`config.mk`:
```
export PLATFORM = sky130hd
export DESIGN_NAME = led_result_display
export DESIGN_NICKNAME = d
export VERILOG_FILES = /design/src/rtl/leds_pkg.sv /design/src/rtl/led_result_display_blink_tick.sv /design/src/rtl/led_result_display.sv
export SDC_FILE = /design/constraint.sdc
export NUM_CORES = 1
export LEC_CHECK = 0
export ABC_AREA = 0
export CAP_MARGIN = 10
export CORE_ASPECT_RATIO = 1.1
export CORE_MARGIN = 8
export CORE_UTILIZATION = 50
export DETAILED_ROUTE_END_ITERATION = 8
export HOLD_SLACK_MARGIN = 0.02
export PLACE_DENSITY = 0.82
export SETUP_SLACK_MARGIN = 0.02
export SYNTH_ARGS = -nofsm -noshare
export SYNTH_HDL_FRONTEND = slang
export SYNTH_SLANG_ARGS = --single-unit
```
`constraint.sdc`:
```
create_clock -name i_clk -period 6.8 [get_ports i_clk]
set_clock_uncertainty 0.1 [all_clocks]
set_input_delay 2.04 -clock i_clk [delete_from_list [all_inputs] [get_ports i_clk]]
set_output_delay 2.04 -clock i_clk [all_outputs]
set_load 0.02 [all_outputs]
```
`src/rtl/leds_pkg.sv`:
```
// Shared types and constants for the registered LED result display.
package leds_pkg;

   typedef enum logic [1:0] {
      ST_IDLE,
      ST_SHOW,
      ST_ALARM
   } led_state_e;

   // Widest LED word supported; each user truncates to its own DW+1 word.
   localparam int unsigned LED_W_MAX = 256;
   typedef logic [LED_W_MAX-1:0] led_word_max_t;
   localparam led_word_max_t LED_BLANK = '0;

   function automatic int unsigned width_for(input int unsigned n);
      return (n <= 1) ? 1 : $clog2(n);
   endfunction

endpackage

```
`src/rtl/led_result_display_blink_tick.sv`:
```
// Blink phase generator: BLINK_DIV-cycle half-period counter, restartable to phase ON.
module led_blink_tick
   import leds_pkg::*;
#(
   parameter int unsigned BLINK_DIV = 25_000_000
) (
   input  logic i_clk,
   input  logic i_rst_n,
   input  logic i_restart,
   input  logic i_en,
   output logic o_on_d
);

   localparam int unsigned BW = width_for(BLINK_DIV);
   localparam logic [BW-1:0] CNT_LAST = BW'(BLINK_DIV - 1);

   logic [BW-1:0] cnt_q, cnt_d;
   logic          off_q, off_d;

   // Next phase is exported so the parent's output register sees it on the same edge.
   always_comb begin
      cnt_d = cnt_q;
      off_d = off_q;
      if (i_restart || !i_en) begin
         cnt_d = '0;
         off_d = 1'b0;
      end else if (cnt_q == CNT_LAST) begin
         cnt_d = '0;
         off_d = ~off_q;
      end else begin
         cnt_d = cnt_q + 1'b1;
      end
      o_on_d = ~off_d;
   end

   always_ff @(posedge i_clk or negedge i_rst_n) begin
      if (!i_rst_n) begin
         cnt_q <= '0;
         off_q <= 1'b0;
      end else begin
         cnt_q <= cnt_d;
         off_q <= off_d;
      end
   end

endmodule

```
`src/rtl/led_result_display.sv`:
```
// Latches a signed-magnitude result on i_valid and drives it onto DW+1 LEDs,
// blinking on overflow and blanking after an optional hold timeout.
module led_result_display
   import leds_pkg::*;
#(
   parameter int unsigned DW         = 16,
   parameter int unsigned BLINK_DIV  = 25_000_000,
   parameter int unsigned HOLD_CYC   = 0,
   parameter bit          LED_ACT_LO = 1'b0
) (
   input  logic          i_clk,
   input  logic          i_rst_n,
   input  logic          i_valid,
   input  logic [DW-1:0] i_product,
   input  logic          i_sign,
   input  logic          i_ovf,
   input  logic          i_clear,
   output logic [DW:0]   o_led,
   output logic          o_ready,
   output logic          o_alarm
);

   typedef logic [DW:0] led_word_t;

   localparam int unsigned     HW        = width_for(HOLD_CYC);
   localparam logic [HW-1:0]   HOLD_LAST = (HOLD_CYC > 0) ? HW'(HOLD_CYC - 1) : '0;
   localparam led_word_t       BLANK     = led_word_t'(LED_BLANK);
   localparam led_word_t       POL_MASK  = {(DW+1){LED_ACT_LO}};

   led_state_e    state_q, state_d;
   led_word_t     latch_q, latch_d;
   logic [HW-1:0] hold_q,  hold_d;
   led_word_t     led_q,   led_d;
   logic          ready_q, ready_d;
   logic          alarm_q, alarm_d;

   logic          blink_restart;
   logic          blink_en;
   logic          blink_on_d;
   led_word_t     disp;

   // Priority: clear, then capture, then hold timeout.
   always_comb begin
      state_d       = state_q;
      latch_d       = latch_q;
      hold_d        = hold_q;
      blink_restart = 1'b0;
      if (i_clear) begin
         state_d = ST_IDLE;
         latch_d = BLANK;
         hold_d  = '0;
      end else if (i_valid) begin
         state_d       = i_ovf ? ST_ALARM : ST_SHOW;
         latch_d       = {i_sign, i_product};
         hold_d        = '0;
         blink_restart = 1'b1;
      end else if ((state_q != ST_IDLE) && (HOLD_CYC != 0)) begin
         if (hold_q == HOLD_LAST) begin
            state_d = ST_IDLE;
            hold_d  = '0;
         end else begin
            hold_d = hold_q + 1'b1;
         end
      end
   end

   assign blink_en = (state_d == ST_ALARM);

   led_blink_tick #(
      .BLINK_DIV (BLINK_DIV)
   ) u_blink (
      .i_clk     (i_clk),
      .i_rst_n   (i_rst_n),
      .i_restart (blink_restart),
      .i_en      (blink_en),
      .o_on_d    (blink_on_d)
   );

   // Outputs are computed from next-state values so the display updates on the capture edge.
   always_comb begin
      disp = BLANK;
      unique case (state_d)
         ST_SHOW:  disp = latch_d;
         ST_ALARM: disp = blink_on_d ? latch_d : BLANK;
         default:  disp = BLANK;
      endcase
      led_d   = disp ^ POL_MASK;
      ready_d = (state_d != ST_IDLE);
      alarm_d = (state_d == ST_ALARM);
   end

   always_ff @(posedge i_clk or negedge i_rst_n) begin
      if (!i_rst_n) begin
         state_q <= ST_IDLE;
         latch_q <= BLANK;
         hold_q  <= '0;
         led_q   <= POL_MASK;
         ready_q <= 1'b0;
         alarm_q <= 1'b0;
      end else begin
         state_q <= state_d;
         latch_q <= latch_d;
         hold_q  <= hold_d;
         led_q   <= led_d;
         ready_q <= ready_d;
         alarm_q <= alarm_d;
      end
   end

   assign o_led   = led_q;
   assign o_ready = ready_q;
   assign o_alarm = alarm_q;

endmodule

```
==> summary.md <==
| Metric | Value |
|---|---|
| Effective utilization at floorplan | 50.75% |
| Tcrit/Tclk final | a little under three quarters |
| Largest voltage drop on the vdd net | 110.8 uV |
| Slack of the critical path | 1.972 ns |
| Nets | ~330 |
| Least-Margin Pin Slew | between 1 and 1.5 ns |
| Top post-synthesis cells by area | sky130_fd_sc_hd__dfrtp_1 56%, sky130_fd_sc_hd__mux2i_1 6.3%, sky130_fd_sc_hd__nor4b_1 5.2% |
| Critical path class | in -> reg |
| Total nets after synthesis | approximately 290 |
| Number of instances resized during post-cts repair | 0 |
| Tot GR Track Use | between 10% and 20% |
| Post-synth cell types | 36 |
| Flip-flop cell with the highest count after synthesis | sky130_fd_sc_hd__dfrtp_1 |
| DIE HEIGHT | 95.24 um |
| Starting DRC count in detailed routing | between 90 and 100 |
| Area growth from synthesis to layout | 23.15% |
| Latest clock arrival within the worst-skew pair | 0.34 ns |
| Nature of the critical path startpoint | input pin |
| Post-placement cell count | 369 |
| Path class of the lowest-slack min-delay path | reg -> reg |
| Run status | completed |
| Highest signal layer in the routed design | met4 |
| Vias in the first global route | around 2.2k |
| Syn Std Cell Area | 0.002854 sq mm |
| Fin. Hold Viols | 0 |
| Final Setup Violations | 0 |
| Accumulated negative setup slack | 0 ns |
| Detailed Place HPWL | 4041 um |
| Leakage power | 1.465 nW |
| Number of vias after detailed routing | approximately 2.1k |
| Post-synthesis cell type with the largest combined area | sky130_fd_sc_hd__dfrtp_1 |
| Max H-tree Level | 3 |
| Final wirelength | around 6100 um |
| Vias per Instance | roughly 5.5 |
| Count of port buffers added during placement | 40 |
| Post-detailed-route count of antenna-violating nets | 0 |
| Maximum number of pins on one net before global-route repair | 65 |
| Crit path arrival time | just under 5 ns |
| Post-CTS setup buffer count | 0 |
| TritonCTS Buffers | 9 |
| Width of the chip | approximately 88 um |
| Met3 routed wirelength | 411 um |
| Clock transition at path regs | ~0.07 ns |
| Number of synthesized register bits | 64 |
| Root buffer cell | sky130_fd_sc_hd__clkbuf_8 |
| Headroom to the max-slew limit | between 20% and 30% |
| Cell with the most instances after synthesis | sky130_fd_sc_hd__dfrtp_1 |
| First-pass GRT wire length | between 10000 and 15000 um |
| Cells after Synth | 260 |
| Post-cts hold buffer count | 0 |
| Share of the synthesized area in the top cell type | around 56% |
| Proportion of synthesized flip-flops having asynchronous set or reset | 100.0% |
| Cell Pwr Density | between 200 and 250 mW/mm^2 |
| Maximum Capacitance Violations | 0 |
| CTS Sinks | 64 |
| WL per Instance | between 15 and 20 um |
| Last weighted congestion value of the routability-driven placer | between 0.8 and 0.9 |
| Max Fclk | 0.2071 GHz |
| Number of max-slew violations in the final report | 0 |
| Critical Path Fanout Max | 21 |
| Mean instance size in the synthesized netlist | around 11 sq um |
| Diodes inserted | 0 |
| I/O Pins | 41 |
| Kind of capture point of the worst setup path | flip-flop |
| Number of synthesized flops with an enable pin | 0 |
| Core Footprint | about 0.0056 sq mm |
| Minimum clock period | 4.828 ns |
| Sequential cell area fraction in the yosys report | between 50% and 60% |
| CTS tree | done |
| Antenna violations before repair | 0 |
| Met2 routed wirelength | slightly below 3000 um |
| Layout fillers | ~450 |
| Remaining DRCs | 0 |
| RSZ-0062 raised after global routing | no |
| Top cell types by occurrence after synthesis | 64 x sky130_fd_sc_hd__dfrtp_1, 34 x sky130_fd_sc_hd__nor2_1, 18 x sky130_fd_sc_hd__mux2i_1 |
| Die Area | approximately 0.0084 sq mm |
| Placement-stage worst setup slack | 1.612 ns |
| Standard-cell rows | 29 |
| Cell Count, Final, Fillers Out | 384 |
| Worst-case clock buffer depth | 2 |
| Power Total | about 0.00079 W |
| Fraction of final layout cells with drive strength greater than 1 | under 10% |
| Met1 layer wirelength in the final routing | ~2600 um |
| Global route total overflow | 0 |
| Count of TritonRoute iterations in the first routing pass | 4 |
| Critical Path RT | approximately 6.9 ns |
| Final cell utilization of the core | 62.49% |
| Ys Warns | 0 |
[metal layers]
layer / GRT usage (%) / up-vias
met2: 26.11 / 50
met3: 5.259 / 9
li1: - / 1017
met5: 0 / -
met4: 8.181 / 0
met1: 18.66 / 1045
[worst max-delay path, cell delays in order]
cell and delay [ns]:
sky130_fd_sc_hd__clkdlybuf4s50_1 0.79, sky130_fd_sc_hd__or2_2 0.50, sky130_fd_sc_hd__inv_1 0.08, sky130_fd_sc_hd__ha_1 0.20, sky130_fd_sc_hd__o2111ai_1 0.16, sky130_fd_sc_hd__nor2_1 0.92, sky130_fd_sc_hd__nor4b_1 0.18
[path summary, 6_finish.rpt]
kind	from	endpoint	slack (ns)	cells after the start
worst max-delay path	i_clear	o_led[1]	1.97	7
min in group asynchronous	i_rst_n	o_led[2]	1.76	2
worst max register to register	state_q[1]	o_led[1]	4.29	7
max in group asynchronous	i_rst_n	u_blink.cnt_q[7]	4.34	2
worst min-delay path	u_blink.cnt_q[0]	u_blink.cnt_q[0]	0.42	1
worst min register to register	u_blink.cnt_q[0]	u_blink.cnt_q[0]	0.42	1
[sequential cells by signal, summed over array words and instances (netlist names)]
name and count:
o_ready 1, o_led 17, u_blink.off_q 1, o_alarm 1, latch_q 17, state_q 2, u_blink.cnt_q 25
[cells in the final DEF (no fill, tap or decap), types with 2 or more instances in the layout]
cell type	Yosys	layout
sky130_fd_sc_hd__clkbuf_1	4	2
sky130_fd_sc_hd__or4_1	5	5
sky130_fd_sc_hd__clkdlybuf4s50_1	0	39
sky130_fd_sc_hd__nor4bb_1	2	2
sky130_fd_sc_hd__nor4b_1	17	17
sky130_fd_sc_hd__and3_2	2	2
sky130_fd_sc_hd__and4_1	3	3
sky130_fd_sc_hd__clkbuf_8	0	9
sky130_fd_sc_hd__a21oi_1	13	13
sky130_fd_sc_hd__nor4_1	3	3
sky130_fd_sc_hd__or3_1	7	7
sky130_fd_sc_hd__mux2i_1	18	18
sky130_fd_sc_hd__nand3_1	9	9
sky130_fd_sc_hd__nand2_1	6	6
sky130_fd_sc_hd__nor3_1	4	4
sky130_fd_sc_hd__bufinv_16	0	2
sky130_fd_sc_hd__xor2_1	3	3
sky130_fd_sc_hd__nor2_1	34	34
sky130_fd_sc_hd__o21ai_0	9	9
sky130_fd_sc_hd__o31ai_1	3	3
sky130_fd_sc_hd__a21o_1	2	2
sky130_fd_sc_hd__dfrtp_1	64	64
sky130_fd_sc_hd__nand4_1	10	10
sky130_fd_sc_hd__xnor2_1	8	8
sky130_fd_sc_hd__buf_4	1	4
sky130_fd_sc_hd__clkinv_2	0	2
sky130_fd_sc_hd__ha_1	4	4
sky130_fd_sc_hd__inv_1	13	13
[stage by stage]
stage,hold WS (ns),cell area (sq um)
2_1_floorplan,0.3761,2854
3_3_place_gp,0.3992,3313
3_5_place_dp,0.4027,3313
4_1_cts,0.4121,3515
5_1_grt,0.4475,3515
6_report,0.4185,3515
[where the power goes]
group | switching (W) | internal, W
sequential | 0.00000262 | 0.000389
clock | 0.000138 | 0.000203
combinational | 0.0000292 | 0.0000254
total | 0.000170 | 0.000618
[area by class of cell]
cell class	instances	area (sq um)	share of cell area (%)
Sequential cell	64	1602	45.57
Tap cell	77	96.34	2.741
Clock buffer	11	131.4	3.738
Multi-Input combinational cell	171	1141	32.47
Inverter	13	48.80	1.388
Clock inverter	4	70.07	1.994
Timing Repair Buffer	44	425.4	12.10
[cells by family (layout without fill, tap and decap cells)]
group / count (synthesis) / in the layout / synth area share, %
adders and majority gates: 4 / 4 / 1.754
AOI/OAI and AO/OA: 31 / 31 / 6.401
muxes: 18 / 18 / 6.313
buffers and inverters: 25 / 72 / 3.902
xor gates and xnor gates: 11 / 11 / 3.376
and+or+nand+nor: 107 / 107 / 22.14
DFF: 64 / 64 / 56.12
Power figures use the tool's default switching activity.
